### src/rtl/alu_arb_pkg.sv
// Shared constants for the two-requester ALU arbiter: state encoding,
// ALU op codes, default widths and the captured response flag bundle.
package alu_arb_pkg;

  localparam int WIDTH_DEF = 32;
  localparam int OPW_DEF   = 3;

  // FSM encoding kept as plain constants so legacy decoders can match it
  localparam logic [1:0] ST_IDLE = 2'd0;
  localparam logic [1:0] ST_EXEC = 2'd1;
  localparam logic [1:0] ST_RESP = 2'd2;

  typedef enum logic [2:0] {
    OP_ADD     = 3'd0,
    OP_SUB     = 3'd1,
    OP_AND     = 3'd2,
    OP_OR      = 3'd3,
    OP_XOR     = 3'd4,
    OP_SLL     = 3'd5,
    OP_SRL     = 3'd6,
    OP_INVALID = 3'd7
  } alu_op_e;

  typedef struct packed {
    logic zf;
    logic sf;
    logic err;
  } rsp_flags_t;

endpackage

### src/rtl/rr_arb2.sv
// Two-way grant: a lone requester always wins, a tie goes to prio.
module rr_arb2 (
  input  logic [1:0] valid,
  input  logic       prio,
  output logic [1:0] grant
);

  // one-hot grant; prio only matters when both requesters are valid
  always_comb begin
    grant = valid;
    if (valid == 2'b11) grant = prio ? 2'b10 : 2'b01;
  end

endmodule

### src/rtl/alu_arbiter.sv
// Shares one external combinational ALU between two requesters.
// One operation at a time: IDLE (accept) -> EXEC (ALU sees latched
// operands, result captured) -> RESP (hold until owner takes it).
module alu_arbiter
  import alu_arb_pkg::*;
#(
  parameter int WIDTH = WIDTH_DEF,
  parameter int OPW   = OPW_DEF
) (
  input  logic             clk,
  input  logic             reset,
  input  logic [1:0]       req_valid,
  output logic [1:0]       req_ready,
  input  logic [WIDTH-1:0] req0_a,
  input  logic [WIDTH-1:0] req0_b,
  input  logic [OPW-1:0]   req0_op,
  input  logic [WIDTH-1:0] req1_a,
  input  logic [WIDTH-1:0] req1_b,
  input  logic [OPW-1:0]   req1_op,
  output logic [WIDTH-1:0] alu_src_a,
  output logic [WIDTH-1:0] alu_src_b,
  output logic [OPW-1:0]   alu_control,
  input  logic [WIDTH-1:0] alu_result,
  input  logic             alu_zf,
  input  logic             alu_sf,
  output logic [1:0]       rsp_valid,
  input  logic [1:0]       rsp_ready,
  output logic [WIDTH-1:0] rsp_result,
  output logic             rsp_zf,
  output logic             rsp_sf,
  output logic             rsp_err,
  output logic             busy
);

  logic [1:0]       state;
  logic             prio;
  logic             owner;
  logic [WIDTH-1:0] lat_a, lat_b;
  logic [OPW-1:0]   lat_op;
  logic [WIDTH-1:0] res_q;
  rsp_flags_t       flg_q;
  logic [1:0]       grant;
  logic             idle;
  logic             accept;

  rr_arb2 u_arb (
    .valid (req_valid),
    .prio  (prio),
    .grant (grant)
  );

  assign idle      = (state == ST_IDLE);
  assign busy      = !idle;
  assign req_ready = idle ? grant : 2'b00;
  assign accept    = |(req_valid & req_ready);

  // ALU inputs come straight from the latches so they hold outside EXEC
  assign alu_src_a   = lat_a;
  assign alu_src_b   = lat_b;
  assign alu_control = lat_op;

  assign rsp_valid  = (state == ST_RESP) ? {owner, ~owner} : 2'b00;
  assign rsp_result = res_q;
  assign rsp_zf     = flg_q.zf;
  assign rsp_sf     = flg_q.sf;
  assign rsp_err    = flg_q.err;

  // FSM, request latching and response capture; reset beats any handshake
  always_ff @(posedge clk) begin
    if (reset) begin
      state  <= ST_IDLE;
      prio   <= 1'b0;
      owner  <= 1'b0;
      lat_a  <= '0;
      lat_b  <= '0;
      lat_op <= '0;
      res_q  <= '0;
      flg_q  <= '0;
    end else begin
      case (state)
        ST_IDLE: if (accept) begin
          owner  <= grant[1];
          prio   <= ~grant[1];
          lat_a  <= grant[1] ? req1_a  : req0_a;
          lat_b  <= grant[1] ? req1_b  : req0_b;
          lat_op <= grant[1] ? req1_op : req0_op;
          state  <= ST_EXEC;
        end
        ST_EXEC: begin
          // undefined op still burns the EXEC cycle but reports a fixed error
          if (lat_op == OPW'(OP_INVALID)) begin
            res_q <= '0;
            flg_q <= '{zf: 1'b1, sf: 1'b0, err: 1'b1};
          end else begin
            res_q <= alu_result;
            flg_q <= '{zf: alu_zf, sf: alu_sf, err: 1'b0};
          end
          state <= ST_RESP;
        end
        ST_RESP: if (rsp_ready[owner]) state <= ST_IDLE;
        default: state <= ST_IDLE;
      endcase
    end
  end

endmodule

### config.mk
export PLATFORM = sky130hd
export DESIGN_NAME = alu_arbiter
export DESIGN_NICKNAME = d
export VERILOG_FILES = /design/src/rtl/alu_arb_pkg.sv /design/src/rtl/rr_arb2.sv /design/src/rtl/alu_arbiter.sv
export SDC_FILE = /design/constraint.sdc
export NUM_CORES = 1
export LEC_CHECK = 0
export ABC_AREA = 1
export CORE_UTILIZATION = 41
export DETAILED_ROUTE_END_ITERATION = 10
export PLACE_DENSITY = 0.86
export SETUP_SLACK_MARGIN = 0.2
export SKIP_CTS_REPAIR_TIMING = 1
export SYNTH_ARGS = -nofsm -noshare
export SYNTH_HDL_FRONTEND = slang
export SYNTH_SLANG_ARGS = --single-unit
### constraint.sdc
create_clock -name clk -period 2.7 [get_ports clk]
set_input_delay 0.27 -clock clk [delete_from_list [all_inputs] [get_ports clk]]
set_output_delay 0.27 -clock clk [all_outputs]
set_load 0.005 [all_outputs]
# After elaboration in Yosys (flattened, before gate mapping)
# Index checks and enable logic that the tools add are counted.
# totals
wordCells	39
reg_bits	106
out_inout_bits	107
# op_classes
bitwise	3
order_cmp	1
n_eq_ne	6
n_reduce_logical	5
muxes	14
# ops
cell	n
32-bit 2-to-1 mux	3
2-bit 2-to-1 mux	6
3-bit 2-to-1 mux	2
2-bit one-hot mux with 3 select lines	1
2-bit == test, second input constant	2
2-bit by 1-bit != test with 1-bit output, second input constant	2
2-bit AND reduction	2
3-bit == test, second input constant	1
2-bit bitwise AND	1
2-bit by 1-bit == test with 1-bit output, second input constant	1
2-bit logical NOT	1
1-bit by 2-bit < comparator with 1-bit output, second input constant	1
1-bit 2-to-1 mux	2
1-bit inverter	2
2-bit OR reduction	1
1-bit logical NOT	1

# Longest topological paths before layout
# Gate-level depths: netlist of the first run.
# logic_depth
word_depth	7
ltp_mapped	9
mapped_depth_nobuf	7

# Modules after synthesis
# From an unflattened synthesis of the first run, not the netlist that was laid out.
# hier_totals
cells_unflattened	770
area_unflattened_um2	5014.8
# by_module_without_submodules
mod	area_each_um2	cells_per_inst	instances
alu_arbiter	4993.5	765	1
rr_arb2	21.3	5	1

# Worst setup path after synthesis of the first run
# Ideal clock, no wire load.
# synth_timing
path_type	input port to flip-flop
startpoint	in req_valid[1]
endpoint	reg lat_op[2] (netlist: alu_control[2])
arrival_time_ns	1.112
slack_ns	1.475
path_buffers	2
setup_time_ns	0.113
cell_stages	8
cell_sequence	buf_4 -> nand2_1 -> nand3_2 -> nand2_2 -> inv_2 -> buf_2 -> nor2_1 -> nor2_1
# synth_between
elab_chain_cells	6
word_cells_on_any_way	7
# synth_rtl
element	line	text
start, declared	alu_arbiter.sv:12	input logic [1:0] req_valid,
2-bit == test	rr_arb2.sv:11	if (valid == 2'b11) grant = prio ? 2'b10 : 2'b01;
2-bit 2-to-1 mux	rr_arb2.sv:11	
2-bit 2-to-1 mux	alu_arbiter.sv:54	assign req_ready = idle ? grant : 2'b00;
2-bit bitwise AND	alu_arbiter.sv:55	assign accept = |(req_valid & req_ready);
2-bit OR reduction	alu_arbiter.sv:55	
2-bit AND reduction (no source line)	--	
end signal, assigned	alu_arbiter.sv:86	lat_op <= grant[1] ? req1_op : req0_op;
end, declared	alu_arbiter.sv:39	logic [OPW-1:0] lat_op;
# Several ways; a longest one is shown, not always the timed one.
# A chain may end at the register's enable or synchronous reset.

# Worst setup path after layout of the first run
# layout_timing
startpoint	reg state[1]
endpoint	reg res_q[20] (netlist: rsp_result[20])
# layout_between
elab_chain_cells	1
# layout_rtl
element	line	text
start, declared	alu_arbiter.sv:35	logic [1:0] state;
start signal, assigned	alu_arbiter.sv:71	state <= ST_IDLE;
start signal, assigned	alu_arbiter.sv:87	state <= ST_EXEC;
start signal, assigned	alu_arbiter.sv:98	state <= ST_RESP;
2-bit by 1-bit == test with 1-bit output	alu_arbiter.sv:80	case (state)
end signal, assigned	alu_arbiter.sv:95	res_q <= alu_result;
end, declared	alu_arbiter.sv:40	logic [WIDTH-1:0] res_q;
# Every way passes these cells.

==> impl_metrics.py, run 1 <==
metrics = {
    "outcome": {
        "status": "complete, no violations",
    },
    "logic_synthesis": {
        "synth_cell_types": 18,
        "syn_area_um2": 4820,
        "synth_top_family_by_area": "simple AND/OR/NAND/NOR gates",
        "synth_fa_ha_area_share_pct": 0,
        "synth.avg_cell_area_um2": 6.67,
        "synth_compound_area_share_pct": 9.03,
        "synth.mux.area_fraction_pct": 0,
        "yosysWarnings": 0,
        "ys_seq_area_share_pct": 44.0,
        "ys_seq_elements": 106,
        "synthXorXnorAreaFrac_pct": 0,
        "synth_fp_nets": 897,
        "yosys.area_share.simple_pct": 40.6,
        "synthesis.instances": 723,
    },
    "floorplanning": {
        "initial_utilization_pct": 42.2,
        "die-area_um2": 12200,
        "die_y_um": 110,
        "num_rows": 39,
        "die_x_um": 110,
        "ios": 281,
        "core_area_um2": 11400,
    },
    "drt": {
        "finalWirelength_mm": 16.5,
        "avgRoutedWirePerCell_um": 14.8,
        "dr.pass1.iters": 4,
        "dr_total_vias": 5643,
        "viasPerCell": 5.06,
        "drtAntennaViolNets": 0,
        "drcViolationCount": 0,
        "drt_iter0_drc": 391,
    },
    "layout": {
        "final_area_um2": 7960,
        "fin_cells": 1115,
        "layout.nets": 1141,
        "multi_input_area_um2": 2400,
        "synthToLayoutAreaGrowth_pct": 65.0,
        "diodes": 0,
        "post-route-util_pct": 69.7,
        "seqCellArea_um2": 2120,
        "nFillCells": 989,
        "drive_above_1_share_pct": 3.81,
    },
    "power": {
        "leakagePower_uw": 0.00330,
        "seqPwrFrac_pct": 40.7,
        "swShare_pct": 28.0,
        "internal_power_uw": 3200,
        "clkPwrFrac_pct": 30.3,
        "power.density_nw_per_um2": 559,
        "irDropWorstVdd_mv": 0.389,
        "p_sw_uw": 1250,
        "pwr-share-comb_pct": 29.0,
    },
    "worst_hold_path": {
        "hold_depth": 2,
        "hold_path_class": "flop to flop",
        "min-delay-start": "rsp_result[6]$_SDFFE_PP0N_",
        "min_to": "rsp_result[6]$_SDFFE_PP0N_",
    },
    "worst_setup_path": {
        "setup.worst_path.end_class": "flop",
        "rr_endpoint": "rsp_result[20]$_SDFFE_PP0N_",
        "ff2ff_setup_slack_ps": 690,
        "crit_fanout": 34,
        "rr_startpoint": "state[1]$_SDFFE_PP0P_",
        "cp_data_arrival_time_ps": 2180,
        "worstSetupPathType": "flop to flop",
        "required_ps": 2880,
        "r2r_cells": 7,
        "critPathLaunchType": "flop",
    },
    "global_route": {
        "overflow": 0,
        "grt_pass1_wl_mm": 27.0,
        "first_global_vias": 5492,
        "grt_antenna_before_repair": 0,
        "track_usage_pct": 27.1,
        "grt_max_degree": 87,
    },
    "clock_tree": {
        "cts.htree.levels": 3,
        "cts_tree": "built",
        "clk_pin_slew_ps": 70,
        "insertion_delay_ps": 340,
        "numCtsBuffers": 9,
        "cts_root_buf": "clkbuf_16",
        "cts.sinks": 106,
        "clk_path_buf_depth": 2,
    },
    "timing": {
        "hold_violations": 0,
        "rsz0062_at_grt": "false",
        "setup_viol": 0,
        "skew_ps": 8.36,
        "hold_slack_ps": 465,
        "tns_ps": 0,
        "slew_headroom_pct": 36.2,
        "tightest_slew_ps": 951,
        "timing.fmax_mhz": 498,
        "drv_slew": 0,
        "period_share_pct": 74.3,
        "fin_crit_ps": 2010,
    },
    "placed_design": {
        "hpwlAfterDp_mm": 11.6,
        "placed_area_um2": 7650,
        "placed_cells": 1099,
        "port_buffers": 280,
        "place_congestion": 0.810,
    },
    "flow_run": {
        "cap_violations": 0,
    },
}
## metrics by stage
| stage | power, uW | setup slack [ps] |
|---|---|---|
| floorplan | 2410 | 1480 |
| global placement | 3110 | 719 |
| detailed placement | 3130 | 683 |
| CTS | 4480 | 706 |
| global route | 4680 | 447 |
| finish | 4450 | 694 |
## final cells by class
cell class                 count  area share [%]
inverter                      11           0.519
timing repair buffer         293            36.6
clock inverter                 3           0.582
multi-input combinational    546            30.1
tap                          143            2.25
sequential                   106            26.7
clock buffer                  13            3.27
## cells in the mapped netlist
| cell | number | area share [%] |
|---|---|---|
| a21oi_1 | 85 | 8.8 |
| buf_1 | 4 | 0.31 |
| buf_2 | 15 | 1.6 |
| buf_4 | 2 | 0.31 |
| buf_6 | 2 | 0.47 |
| clkbuf_1 | 37 | 2.9 |
| clkinv_1 | 1 | 0.078 |
| dfxtp_1 | 106 | 44 |
| inv_1 | 8 | 0.62 |
| inv_2 | 2 | 0.16 |
| nand2_1 | 275 | 21 |
| nand2_2 | 2 | 0.26 |
| nand3_1 | 118 | 12 |
| nand3_2 | 2 | 0.42 |
| nand3b_1 | 18 | 2.8 |
| nor2_1 | 43 | 3.3 |
| nor2_2 | 1 | 0.13 |
| o21ai_0 | 2 | 0.21 |
## cells in the final DEF, fill, tap and decap left out, types with 3 or more instances in the layout
| master | instances |
|---|---|
| a21oi_1 | 85 |
| buf_4 | 11 |
| clkbuf_16 | 9 |
| clkdlybuf4s50_1 | 278 |
| dfxtp_1 | 106 |
| inv_1 | 8 |
| nand2_1 | 274 |
| nand2_2 | 3 |
| nand3_1 | 118 |
| nand3b_1 | 18 |
| nor2_1 | 43 |
## registers in the layout (all words and copies together), names as in the netlist
signal,cells
alu_control,3
alu_src_a,32
alu_src_b,32
owner,1
prio,1
rsp_err,1
rsp_result,32
rsp_sf,1
rsp_zf,1
state,2
## power by group through the flow
stage | Sequential (uW) | Combinational (uW) | Clock [uW]
after floorplan | 1850 | 562 | 0
after global placement | 1840 | 1270 | 0
after detailed placement | 1840 | 1290 | 0
after CTS | 1810 | 1300 | 1370
after global routing | 1830 | 1420 | 1430
final | 1810 | 1290 | 1350
## cells by family (layout without fill, tap and decap cells)
logic type             count (synthesis)  after routing
AND/OR/NAND/NOR                      459            459
flip-flops                           106            106
AO/OA/AOI/OAI                         87             87
buffers and inverters                 71            320
## worst max path at each step
stage / slack (ps) / from / cells past startpoint / endpoint
4_1_cts: 710 / state[1]$_SDFFE_PP0P_ / 7 / rsp_result[20]$_SDFFE_PP0N_
3_3_place_gp: 720 / req_valid[0] / 9 / alu_src_a[22]$_SDFFE_PP0P_
3_5_place_dp: 680 / req_valid[0] / 9 / alu_src_a[22]$_SDFFE_PP0P_
2_1_floorplan: 1480 / req_valid[1] / 8 / alu_control[2]$_SDFFE_PP0P_
6_report: 690 / state[1]$_SDFFE_PP0P_ / 7 / rsp_result[20]$_SDFFE_PP0N_
5_1_grt: 450 / state[1]$_SDFFE_PP0P_ / 7 / rsp_result[20]$_SDFFE_PP0N_
## worst max-delay path, stage by stage, from the launching register on
cell	delay, ps
dfxtp_1	340
inv_1	60
nand2_1	80
inv_1	70
nand2_1	80
clkinv_1	740
nand2_1	350
a21oi_1	110
## routing by layer
metal	wire (um)	up-vias	GRT usage (%)
li1	-	2825	-
met3	1220	38	6.75
met5	0	-	0
met4	524	0	11.6
met2	8080	230	47.4
met1	6680	2550	31.2
Note: power is estimated with default switching activity, not from simulation.
==> inputs of run 2 (changes only) <==
--- a/config.mk
+++ b/config.mk
@@ -6,9 +6,9 @@
 export NUM_CORES = 1
 export LEC_CHECK = 0
 export ABC_AREA = 1
-export CORE_UTILIZATION = 41
+export CORE_UTILIZATION = 35
 export DETAILED_ROUTE_END_ITERATION = 10
-export PLACE_DENSITY = 0.86
+export PLACE_DENSITY = 0.78
 export SETUP_SLACK_MARGIN = 0.2
 export SKIP_CTS_REPAIR_TIMING = 1
 export SYNTH_ARGS = -nofsm -noshare
==> constraint.sdc (replaced) <==
create_clock -name clk -period 1.7 [get_ports clk]
set_input_delay 0.17 -clock clk [delete_from_list [all_inputs] [get_ports clk]]
set_output_delay 0.17 -clock clk [all_outputs]
set_load 0.005 [all_outputs]
==> run 2 against run 1 <==
Against the previous run:
- count of clock-buffer cells in the layout shrank 4
- combinational power grew 140%
- maximum frequency is 21% higher
- clock skew down 1.8 ps
- critical path type unchanged
- first-iteration DRC count is 6.9% lower
- critical path depth is 3 higher
- global-route usage down 4.7 points
- final cell count is 6.6% higher
- non-clock buffer count grew 40
- flip-flop and latch count unchanged
- design area rose by 20%
- sequential power up 61%
==> impl_metrics.py, run 2 (synthesis gave the netlist of run 1 again) <==
metrics = {
    "floorplanning": {
        "die-area_um2": 14300,
        "die_y_um": 119,
        "core_area_um2": 13300,
        "num_rows": 42,
        "initial_utilization_pct": 36.1,
        "ios": 281,
        "die_x_um": 119,
    },
    "power": {
        "power.density_nw_per_um2": 840,
        "pwr-share-comb_pct": 38.1,
        "swShare_pct": 32.2,
        "internal_power_uw": 5450,
        "p_sw_uw": 2580,
        "irDropWorstVdd_mv": 0.529,
        "clkPwrFrac_pct": 25.6,
        "seqPwrFrac_pct": 36.2,
        "leakagePower_uw": 0.00397,
    },
    "worst_hold_path": {
        "hold_path_class": "input port to flop",
    },
    "clock_tree": {
        "cts_tree": "built",
        "clk_path_buf_depth": 2,
        "clk_pin_slew_ps": 80,
        "cts.htree.levels": 3,
        "insertion_delay_ps": 350,
        "numCtsBuffers": 9,
        "cts.sinks": 106,
        "cts_root_buf": "clkbuf_16",
    },
    "worst_setup_path": {
        "path_common_cell": "buf_12",
        "crit_fanout": 6,
        "setup.worst_path.end_class": "flop",
        "critPathLaunchType": "flop",
        "cp_top_family": "buffers and inverters",
        "cp_slowest_cell": "dfxtp_4",
        "required_ps": 1980,
        "worstSetupPathType": "flop to flop",
        "slowest_delay_ps": 360,
        "crit_buf_inv": 5,
        "cp_cell_sequence": "buf_12, nor2_4, buf_6, buf_12, nand3_4, nand2_8, buf_12, clkbuf_16, nand2_4, a21oi_2",
        "cp_data_arrival_time_ps": 1940,
    },
    "global_route": {
        "overflow": 0,
        "grt_max_degree": 87,
        "track_usage_pct": 22.4,
        "first_global_vias": 5148,
        "grt_antenna_before_repair": 1,
        "grt_pass1_wl_mm": 25.7,
    },
    "timing": {
        "hold_violations": 0,
        "setup_viol": 0,
        "rsz0062_at_grt": "true",
        "tightest_slew_ps": 628,
        "worst_slack_ps": 39.3,
        "drv_slew": 0,
        "tns_ps": 0,
        "slew_headroom_pct": 58.1,
        "fin_crit_ps": 1660,
        "skew_ps": 6.59,
        "timing.fmax_mhz": 602,
        "period_share_pct": 97.7,
    },
    "layout": {
        "synthToLayoutAreaGrowth_pct": 98.2,
        "layout.nets": 1181,
        "final_cell_mix": "clkdlybuf4s50_1, nand2_1, dfxtp_1, nand3_1, a21oi_2",
        "nFillCells": 1043,
        "final_common_cell": "clkdlybuf4s50_1",
        "drive_above_1_share_pct": 20.3,
    },
    "drt": {
        "drtAntennaViolNets": 0,
        "drcViolationCount": 0,
        "avgRoutedWirePerCell_um": 16.8,
        "dr_total_vias": 5920,
        "drt_iter0_drc": 364,
        "finalWirelength_mm": 19.9,
        "viasPerCell": 4.98,
        "dr.pass1.iters": 4,
    },
    "placed_design": {
        "hpwlAfterDp_mm": 11.5,
        "port_buffers": 280,
        "place_congestion": 0.827,
        "dpl_worst_slack_ps": -7.99,
    },
    "outcome": {
        "status": "complete, no violations",
    },
    "flow_run": {
        "cap_violations": 0,
    },
}
run 2: worst register-to-register path, cell delays in order, from the launching register on:
cell and delay (ps):
dfxtp_4 360, buf_12 120, nor2_4 120, buf_6 120, buf_12 90, nand3_4 150, nand2_8 120, buf_12 140
clkbuf_16 170, nand2_4 50, a21oi_2 150
run 2: path summary, 6_finish.rpt:
path                               start                           to  slack, ps  cells after the start
max                state[0]$_SDFFE_PP0P_   alu_src_b[22]$_SDFFE_PP0P_         40                     10
min                                reset        state[0]$_SDFFE_PP0P_        370                      3
max reg2reg        state[0]$_SDFFE_PP0P_   alu_src_b[22]$_SDFFE_PP0P_         40                     10
min reg2reg  rsp_result[27]$_SDFFE_PP0N_  rsp_result[27]$_SDFFE_PP0N_        470                      2
run 2: power by group through the flow:
stage | Sequential, uW | Clock [uW] | Combinational (uW)
after global routing | 2940 | 2180 | 3260
after global placement | 2910 | 0 | 2120
final | 2910 | 2060 | 3060
after floorplan | 2940 | 0 | 892
after CTS | 2870 | 2080 | 2140
after detailed placement | 2920 | 0 | 2130
run 2: per-layer routing:
metal / GRT usage [%] / vias to the layer above / routed length, um
li1: - / 2929 / -
met1: 26.4 / 2724 / 8030
met4: 6.48 / 0 / 558
met5: 0 / - / 0
met2: 38.3 / 226 / 9910
met3: 7.66 / 41 / 1410
run 2: layout make-up:
type | count | area, um2 | share of cell area [%]
Antenna cell | 1 | 2.50 | 0.0262
Clock buffer | 9 | 225 | 2.36
Clock inverter | 7 | 60.1 | 0.628
Inverter | 11 | 41.3 | 0.432
Multi-Input combinational cell | 546 | 3150 | 33.0
Sequential cell | 106 | 2130 | 22.3
Tap cell | 176 | 220 | 2.30
Timing Repair Buffer | 333 | 3730 | 39.0
run 2: per-stage QoR:
stage | util [%] | cell area [um2] | total power [uW] | hold WS, ps | std cells
6_report | 71.6 | 9560 | 8030 | 366 | 1189
5_1_grt | 71.6 | 9560 | 8380 | 379 | 1188
4_1_cts | 60.7 | 8110 | 7080 | 343 | 1155
3_5_place_dp | 58.6 | 7820 | 5050 | 456 | 1139
3_3_place_gp | 58.6 | 7820 | 5030 | 451 | 1139
2_1_floorplan | - | 4820 | 3830 | 305 | 723
